`src/rtl/btn_evt_sched_pkg.sv`:
```
// btn_evt_pkg: event type codes, pending-bit indices and channel FSM states
// shared by the switch front end.
package btn_evt_pkg;
    typedef enum logic [1:0] {ZERO, WAIT1, ONE, WAIT0} ch_state_t;
    localparam logic [1:0] EVT_PRESS = 2'b01;
    localparam logic [1:0] EVT_REL   = 2'b10;
    localparam logic [1:0] EVT_LONG  = 2'b11;
    localparam int P_PRESS = 0;
    localparam int P_LONG  = 1;
    localparam int P_REL   = 2;
endpackage

```
`src/rtl/btn_evt_sched_if.sv`:
```
// btn_evt_sched_if: valid/ready event stream carrying channel and event type.
interface btn_evt_sched_if #(parameter int N_CH = 4) ();
    logic                    evt_valid;
    logic                    evt_ready;
    logic [$clog2(N_CH)-1:0] evt_ch;
    logic [1:0]              evt_type;
    modport master (output evt_valid, evt_ch, evt_type, input evt_ready);
    modport slave  (input evt_valid, evt_ch, evt_type, output evt_ready);
endinterface

```
`src/rtl/btn_evt_sched_db_chan.sv`:
```
// db_chan: one switch channel - synchroniser, debounce FSM, long-press counter
// and the three pending event bits (press, long, release).
module db_chan
    import btn_evt_pkg::*;
#(
    parameter int STABLE_TICKS = 3,
    parameter int LONG_TICKS   = 16
) (
    input  logic       clk,
    input  logic       reset_n,
    input  logic       sw,
    input  logic       tick,
    input  logic [2:0] clr,
    output logic       db,
    output logic [2:0] pend,
    output logic       ovf
);
    localparam int SW = $clog2(STABLE_TICKS + 1);
    localparam int LW = $clog2(LONG_TICKS + 1);

    logic [1:0]    sync_ff;
    logic          in;
    ch_state_t     state, state_n;
    logic [SW-1:0] cnt, cnt_n;
    logic [LW-1:0] lcnt, lcnt_n;
    logic          press, rel, long_hit;
    logic [2:0]    set;

    assign in = sync_ff[1];

    always_ff @(posedge clk or negedge reset_n) begin
        if (!reset_n) begin
            sync_ff <= '0;
            state   <= ZERO;
            cnt     <= '0;
            lcnt    <= '0;
            pend    <= '0;
        end else begin
            sync_ff <= {sync_ff[0], sw};
            state   <= state_n;
            cnt     <= cnt_n;
            lcnt    <= lcnt_n;
            pend    <= (pend & ~clr) | set;
        end
    end

    // Stable-tick count resets on any state change or disagreeing sample.
    always_comb begin
        state_n = state;
        cnt_n   = '0;
        case (state)
            ZERO:  if (in) state_n = WAIT1;
            WAIT1: if (!in) state_n = ZERO;
                   else if (tick && cnt == SW'(STABLE_TICKS - 1)) state_n = ONE;
                   else cnt_n = cnt + SW'(tick);
            ONE:   if (!in) state_n = WAIT0;
            WAIT0: if (in) state_n = ONE;
                   else if (tick && cnt == SW'(STABLE_TICKS - 1)) state_n = ZERO;
                   else cnt_n = cnt + SW'(tick);
        endcase
    end

    assign db       = (state == ONE) || (state == WAIT0);
    assign press    = (state == WAIT1) && (state_n == ONE);
    assign rel      = (state == WAIT0) && (state_n == ZERO);
    assign long_hit = db && tick && (lcnt == LW'(LONG_TICKS - 1));
    assign lcnt_n   = press ? '0 : (db && tick && lcnt != LW'(LONG_TICKS)) ? lcnt + 1'b1 : lcnt;
    assign set      = {rel, long_hit, press};
    assign ovf      = |(set & pend & ~clr);
endmodule

```
`src/rtl/btn_evt_sched.sv`:
```
// btn_evt_sched: N_CH debounced switches with shared tick; press/release/long
// events serialised round-robin onto one valid/ready stream.
module btn_evt_sched
    import btn_evt_pkg::*;
#(
    parameter int N_CH         = 4,
    parameter int TICK_BITS    = 5,
    parameter int STABLE_TICKS = 3,
    parameter int LONG_TICKS   = 16
) (
    input  logic                 clk,
    input  logic                 reset_n,
    input  logic [N_CH-1:0]      sw,
    output logic [N_CH-1:0]      db,
    output logic                 evt_ovf,
    input  logic                 ovf_clr,
    btn_evt_sched_if.master      evt
);
    localparam int CW = $clog2(N_CH);

    logic [TICK_BITS-1:0] tcnt;
    logic                 tick, load, found;
    logic [2:0]           pend [N_CH];
    logic [2:0]           clr  [N_CH];
    logic [N_CH-1:0]      ovf;
    logic [CW-1:0]        ptr, win;
    logic [2:0]           wbits, wclr;

    assign tick = (tcnt == '0);
    assign load = !evt.evt_valid || evt.evt_ready;

    for (genvar g = 0; g < N_CH; g++) begin : g_ch
        db_chan #(.STABLE_TICKS(STABLE_TICKS), .LONG_TICKS(LONG_TICKS)) u_chan (
            .clk     (clk),
            .reset_n (reset_n),
            .sw      (sw[g]),
            .tick    (tick),
            .clr     (clr[g]),
            .db      (db[g]),
            .pend    (pend[g]),
            .ovf     (ovf[g])
        );
    end

    // Scan from the round-robin pointer; within the winner press > long > release.
    always_comb begin
        found = 1'b0;
        win   = '0;
        for (int i = 0; i < N_CH; i++) begin
            if (!found && |pend[(int'(ptr) + i) % N_CH]) begin
                found = 1'b1;
                win   = CW'((int'(ptr) + i) % N_CH);
            end
        end
        wbits = pend[win];
        wclr  = wbits[P_PRESS] ? 3'b001 : wbits[P_LONG] ? 3'b010 : 3'b100;
        for (int c = 0; c < N_CH; c++)
            clr[c] = (load && found && win == CW'(c)) ? wclr : 3'b000;
    end

    always_ff @(posedge clk or negedge reset_n) begin
        if (!reset_n) begin
            tcnt           <= '0;
            ptr            <= '0;
            evt_ovf        <= 1'b0;
            evt.evt_valid  <= 1'b0;
            evt.evt_ch     <= '0;
            evt.evt_type   <= '0;
        end else begin
            tcnt    <= tcnt + 1'b1;
            evt_ovf <= |ovf || (evt_ovf && !ovf_clr);
            if (load) begin
                evt.evt_valid <= found;
                if (found) begin
                    evt.evt_ch   <= win;
                    evt.evt_type <= wbits[P_PRESS] ? EVT_PRESS : wbits[P_LONG] ? EVT_LONG : EVT_REL;
                    ptr          <= (win == CW'(N_CH - 1)) ? '0 : win + 1'b1;
                end
            end
        end
    end
endmodule
```
`src/flat_wrapper.sv`:
```
// flat-port wrapper written by rule: the top's interface ports become plain ports
module btn_evt_sched_flat import btn_evt_pkg::*;
#(
    parameter int N_CH         = 4,
    parameter int TICK_BITS    = 5,
    parameter int STABLE_TICKS = 3,
    parameter int LONG_TICKS   = 16
)
  (clk, reset_n, sw, db, evt_ovf, ovf_clr, evt_evt_valid, evt_evt_ch, evt_evt_type, evt_evt_ready);
  btn_evt_sched_if #(.N_CH(N_CH)) evt_i ();
  input  logic clk;
  input  logic reset_n;
  input  logic [N_CH-1:0] sw;
  output logic [N_CH-1:0] db;
  output logic evt_ovf;
  input  logic ovf_clr;
  output wire logic [$bits(evt_i.evt_valid)-1:0] evt_evt_valid;
  output wire logic [$bits(evt_i.evt_ch)-1:0] evt_evt_ch;
  output wire logic [$bits(evt_i.evt_type)-1:0] evt_evt_type;
  input wire logic [$bits(evt_i.evt_ready)-1:0] evt_evt_ready;
  assign evt_evt_valid = evt_i.evt_valid;
  assign evt_evt_ch = evt_i.evt_ch;
  assign evt_evt_type = evt_i.evt_type;
  assign evt_i.evt_ready = evt_evt_ready;
  btn_evt_sched #(.N_CH(N_CH), .TICK_BITS(TICK_BITS), .STABLE_TICKS(STABLE_TICKS), .LONG_TICKS(LONG_TICKS)) u_core (.clk(clk), .reset_n(reset_n), .sw(sw), .db(db), .evt_ovf(evt_ovf), .ovf_clr(ovf_clr), .evt(evt_i));
endmodule
```
`config.mk`:
```
export PLATFORM = sky130hd
export DESIGN_NAME = btn_evt_sched_flat
export DESIGN_NICKNAME = d
export VERILOG_FILES = /design/src/rtl/btn_evt_sched_pkg.sv /design/src/rtl/btn_evt_sched_if.sv /design/src/rtl/btn_evt_sched_db_chan.sv /design/src/rtl/btn_evt_sched.sv /design/src/flat_wrapper.sv
export SDC_FILE = /design/constraint.sdc
export NUM_CORES = 1
export LEC_CHECK = 0
export CAP_MARGIN = 20
export CORE_ASPECT_RATIO = 0.9
export CORE_MARGIN = 2
export CORE_UTILIZATION = 60
export DETAILED_ROUTE_END_ITERATION = 10
export GPL_TIMING_DRIVEN = 0
export PLACE_DENSITY_LB_ADDON = 0.3
export SLEW_MARGIN = 20
export SYNTH_ARGS = -nofsm -noshare
export SYNTH_HDL_FRONTEND = slang
export SYNTH_SLANG_ARGS = --single-unit
```
`constraint.sdc`:
```
create_clock -name clk -period 2.8 [get_ports clk]
set_input_delay 0.56 -clock clk [delete_from_list [all_inputs] [get_ports clk]]
set_output_delay 0.56 -clock clk [all_outputs]
set_load 0.02 [all_outputs]
```
==> results.md <==
* Met2 WL at 3810 microns
* First-pass GRT wire length at 13,500 microns
* CTS Buf Count at 9
* Ports at 18
* Die height at 79.7 microns
* Largest net degree at the start of global routing at 48
* Met3 WL at 348 microns
* Dpl ws at -0.00310 ns
* DR WL/cell at 15.7 microns
* Count of final max-slew check failures at 0
* CP max stage cell: dfrtp_2
* Worst min path class: primary input to async pin
* Post-Syn Area per Cell at 10.1 sq um
* # diodes at 0
* Core Footprint at 0.00615 sq mm
* Synth cell types at 64
* Fraction of layout cells with a size suffix above 1 at 16.4%
* WS Path Type: flip-flop to flip-flop
* Syn Nets at 410
* Number of global-route vias before repair at 2,837
* Mapped Area at 0.00382 sq mm
* Register area share after synthesis at 45.2%
* Full die area at 0.00703 sq mm
* Worst VDD drop at 463 uV
* Most frequent cells in the layout: 66 x dfrtp_1, 35 x nor2_1, 29 x nand2_1, 25 x inv_1, 20 x ha_1
* DR DRC count at 0
* Total gr overflow at 0
* Hold_buf cts at 0
* Xor and xnor fraction of the mapped netlist area at 4.81%
* Post-Synth Simple-Gate Area at 20.3%
* Final hold violation count at 0
* Most used cell, CP: nor3_4
* H-tree depth at 3
* F_max at 0.368 GHz
* Top Layer Used: met4
* Minimum clock period at 2.71 ns
* Clock slew at reported path FFs at 0.07 ns
* Worst Skew at 0.00800 ns
* Worst EP arrival at 2.92 ns
* CTS max path bufs at 2
* LEAKAGE at 1.98 nW
* Crit path max fanout at 8
* Clock Latency Late Sink at 0.35 ns
* DRT met1 WL at 3590 microns
* Inst Count DP at 485
* Ys async rst share at 100%
* Crit end category: flip-flop
* Setup violators final at 0
* Final WL at 7940 microns
* Hold WS at 0.108 ns
* Via count at 2,944
* Setup tns final at 0 ns
* Post-synthesis compound-gate area fraction at 14.1%
* Total chip power at 3.35 mW
* DP HPWL at 5550 microns
* Worst-margin pin slew at 0.669 ns
* Cells after Synth at 380
* Worst setup margin at 0.0852 ns
* Row count at 27
* Pwr per Cell Area at 754 mW/mm^2
* Synth Register Bits at 69
* WP buf/inv at 1
* RSZ-0062 raised after global routing: no
* TritonCTS Sinks at 69
* Layout net count at 445
* CTS tree: built
* Relative slew slack at 55.4%
* Iter 0 DRT Violations at 234
* Critical Path Start Type: flip-flop
* Root Buffer: clkbuf_8
* Commonest non-fill, non-tap cell in the layout: dfrtp_1
* Detail Route Antenna Nets at 0
* Vias/cell at 5.81
* Slowest Stage Delay on Critical Path at 0.46 ns
* Chip Width at 88.1 microns
* Initial antenna violation count at 0
* GPL Wtd Cong at 0.911
* Worst-path cell chain: or3_4, nor3_4, nor3_4, inv_4, ha_1, nand2_1, a221oi_2, a22oi_2, a311oi_1, nand4_1
* Post-synth EDFFs at 0
* Most frequently used flop master after synthesis: dfrtp_1
* Final worst path period share at 97.0%
* CP delay by family, top: simple AND/OR/NAND/NOR gates
* Worst Path Required at 3.01 ns
* Synth Area in Adders at 7.20%
* Mux contribution to synthesized area at 2.52%
* Status: complete, no violations
* Finished Layout Cells at 507
* Initial Utilization at 62.2%
* Max-cap violations at 0
* Area grow syn2layout at 16.4%
* Ys Warns at 0
* Global-route usage over all layers at 25.3%
* Largest family of logic cells by synthesized area: simple AND/OR/NAND/NOR gates
* Port-buffer cells at 17
* TritonRoute pass-1 iters at 7
[cell usage after synthesis (all sizes together) (4+ instances only)]
cell | count | share of area [%]
dfrtp | 69 | 45
nor2 | 36 | 3.7
nand2 | 31 | 3.0
inv | 27 | 2.8
ha | 22 | 7.2
o21ai | 17 | 2.2
nand3 | 13 | 1.7
nand4 | 13 | 2.1
xnor2 | 13 | 3.0
buf | 10 | 2.1
clkbuf | 10 | 0.98
nand2b | 9 | 1.5
nor3 | 9 | 2.3
xor2 | 8 | 1.8
a21oi | 6 | 0.79
a221oi | 6 | 1.7
nor3b | 6 | 1.2
a22oi | 5 | 1.1
mux2 | 5 | 1.5
or3 | 5 | 0.95
a211oi | 4 | 1.0
a41oi | 4 | 0.92
and3 | 4 | 0.65
mux2i | 4 | 1.0
nand3b | 4 | 0.79
o311a | 4 | 1.0
[routing by layer]
layer  up-vias  global-route usage, %
met2        74                   40.0
li1       1415                      -
met5         -                      0
met3        20                   7.24
met1      1435                   32.6
met4         0                   10.5
[report_power, final]
part | switching [mW] | internal, mW | total, mW
Sequential | 0.0755 | 1.08 | 1.15
Combinational | 0.846 | 0.539 | 1.38
Clock | 0.379 | 0.437 | 0.816
Total | 1.30 | 2.05 | 3.35
[metrics by stage]
stage               utilization [%]  cell area, sq um
finish                         72.4              4450
global route                   72.4              4450
CTS                            70.6              4340
detailed placement             67.1              4130
global placement               66.7              4100
floorplan                         -              3820
[cell type report]
cell class | instances | area, sq um
clock inverter | 5 | 60.1
fill | 476 | 1700
inverter | 27 | 109
timing repair buffer | 24 | 240
tap | 87 | 109
multi-input combinational | 264 | 1940
buffer | 20 | 119
sequential | 69 | 1730
clock buffer | 11 | 141
[worst reg2reg max path: stages (launching register included)]
cell	delay [ns]
dfrtp_2	0.46
or3_4	0.45
nor3_4	0.28
nor3_4	0.11
inv_4	0.14
ha_1	0.20
nand2_1	0.10
a221oi_2	0.23
a22oi_2	0.14
a311oi_1	0.30
nand4_1	0.15
[state kept, by name, summed over array words and instances (netlist names)]
name,cells
u_core.evt.evt_ch,2
u_core.evt.evt_type,2
u_core.evt.evt_valid,1
u_core.evt_ovf,1
u_core.g_ch.u_chan.cnt,8
u_core.g_ch.u_chan.lcnt,20
u_core.g_ch.u_chan.pend,12
u_core.g_ch.u_chan.state,8
u_core.g_ch.u_chan.sync_ff,8
u_core.ptr,2
u_core.tcnt,5
[final timing paths]
check | start | cells after the start | slack, ns | to
max reg2reg | u_core.g_ch[1].u_chan.pend[0]$_DFF_PN0_ | 10 | 0.09 | u_core.evt_ovf$_DFF_PN0_
max | u_core.g_ch[1].u_chan.pend[0]$_DFF_PN0_ | 10 | 0.09 | u_core.evt_ovf$_DFF_PN0_
min | reset_n | 1 | 0.11 | u_core.g_ch[2].u_chan.lcnt[0]$_DFFE_PN0P_
max in group asynchronous | reset_n | 2 | 2.17 | u_core.g_ch[0].u_chan.pend[1]$_DFF_PN0_
min reg2reg | u_core.g_ch[3].u_chan.sync_ff[0]$_DFF_PN0_ | 0 | 0.34 | u_core.g_ch[3].u_chan.sync_ff[1]$_DFF_PN0_
min in group clk | u_core.g_ch[3].u_chan.sync_ff[0]$_DFF_PN0_ | 0 | 0.34 | u_core.g_ch[3].u_chan.sync_ff[1]$_DFF_PN0_
[timing repair]
| item | CTS | global route |
|---|---|---|
| pin swaps | 0 | 10 |
| endpoints found under the setup margin | 1 | 15 |
| buffers inserted | 0 | 6 |
| gates resized for setup | 2 | 18 |
[kinds of logic (layout without fill, tap and decap cells)]
| family | count (synthesis) | in the layout |
|---|---|---|
| AO/OA/AOI/OAI | 71 | 71 |
| AND/OR/NAND/NOR | 141 | 141 |
| buffers and inverters | 47 | 87 |
| adder cells (fa/ha/maj) | 22 | 22 |
| multiplexers | 9 | 9 |
| flip-flops | 69 | 69 |
| XOR/XNOR | 21 | 21 |
Note: power is estimated with default switching activity, not from simulation.
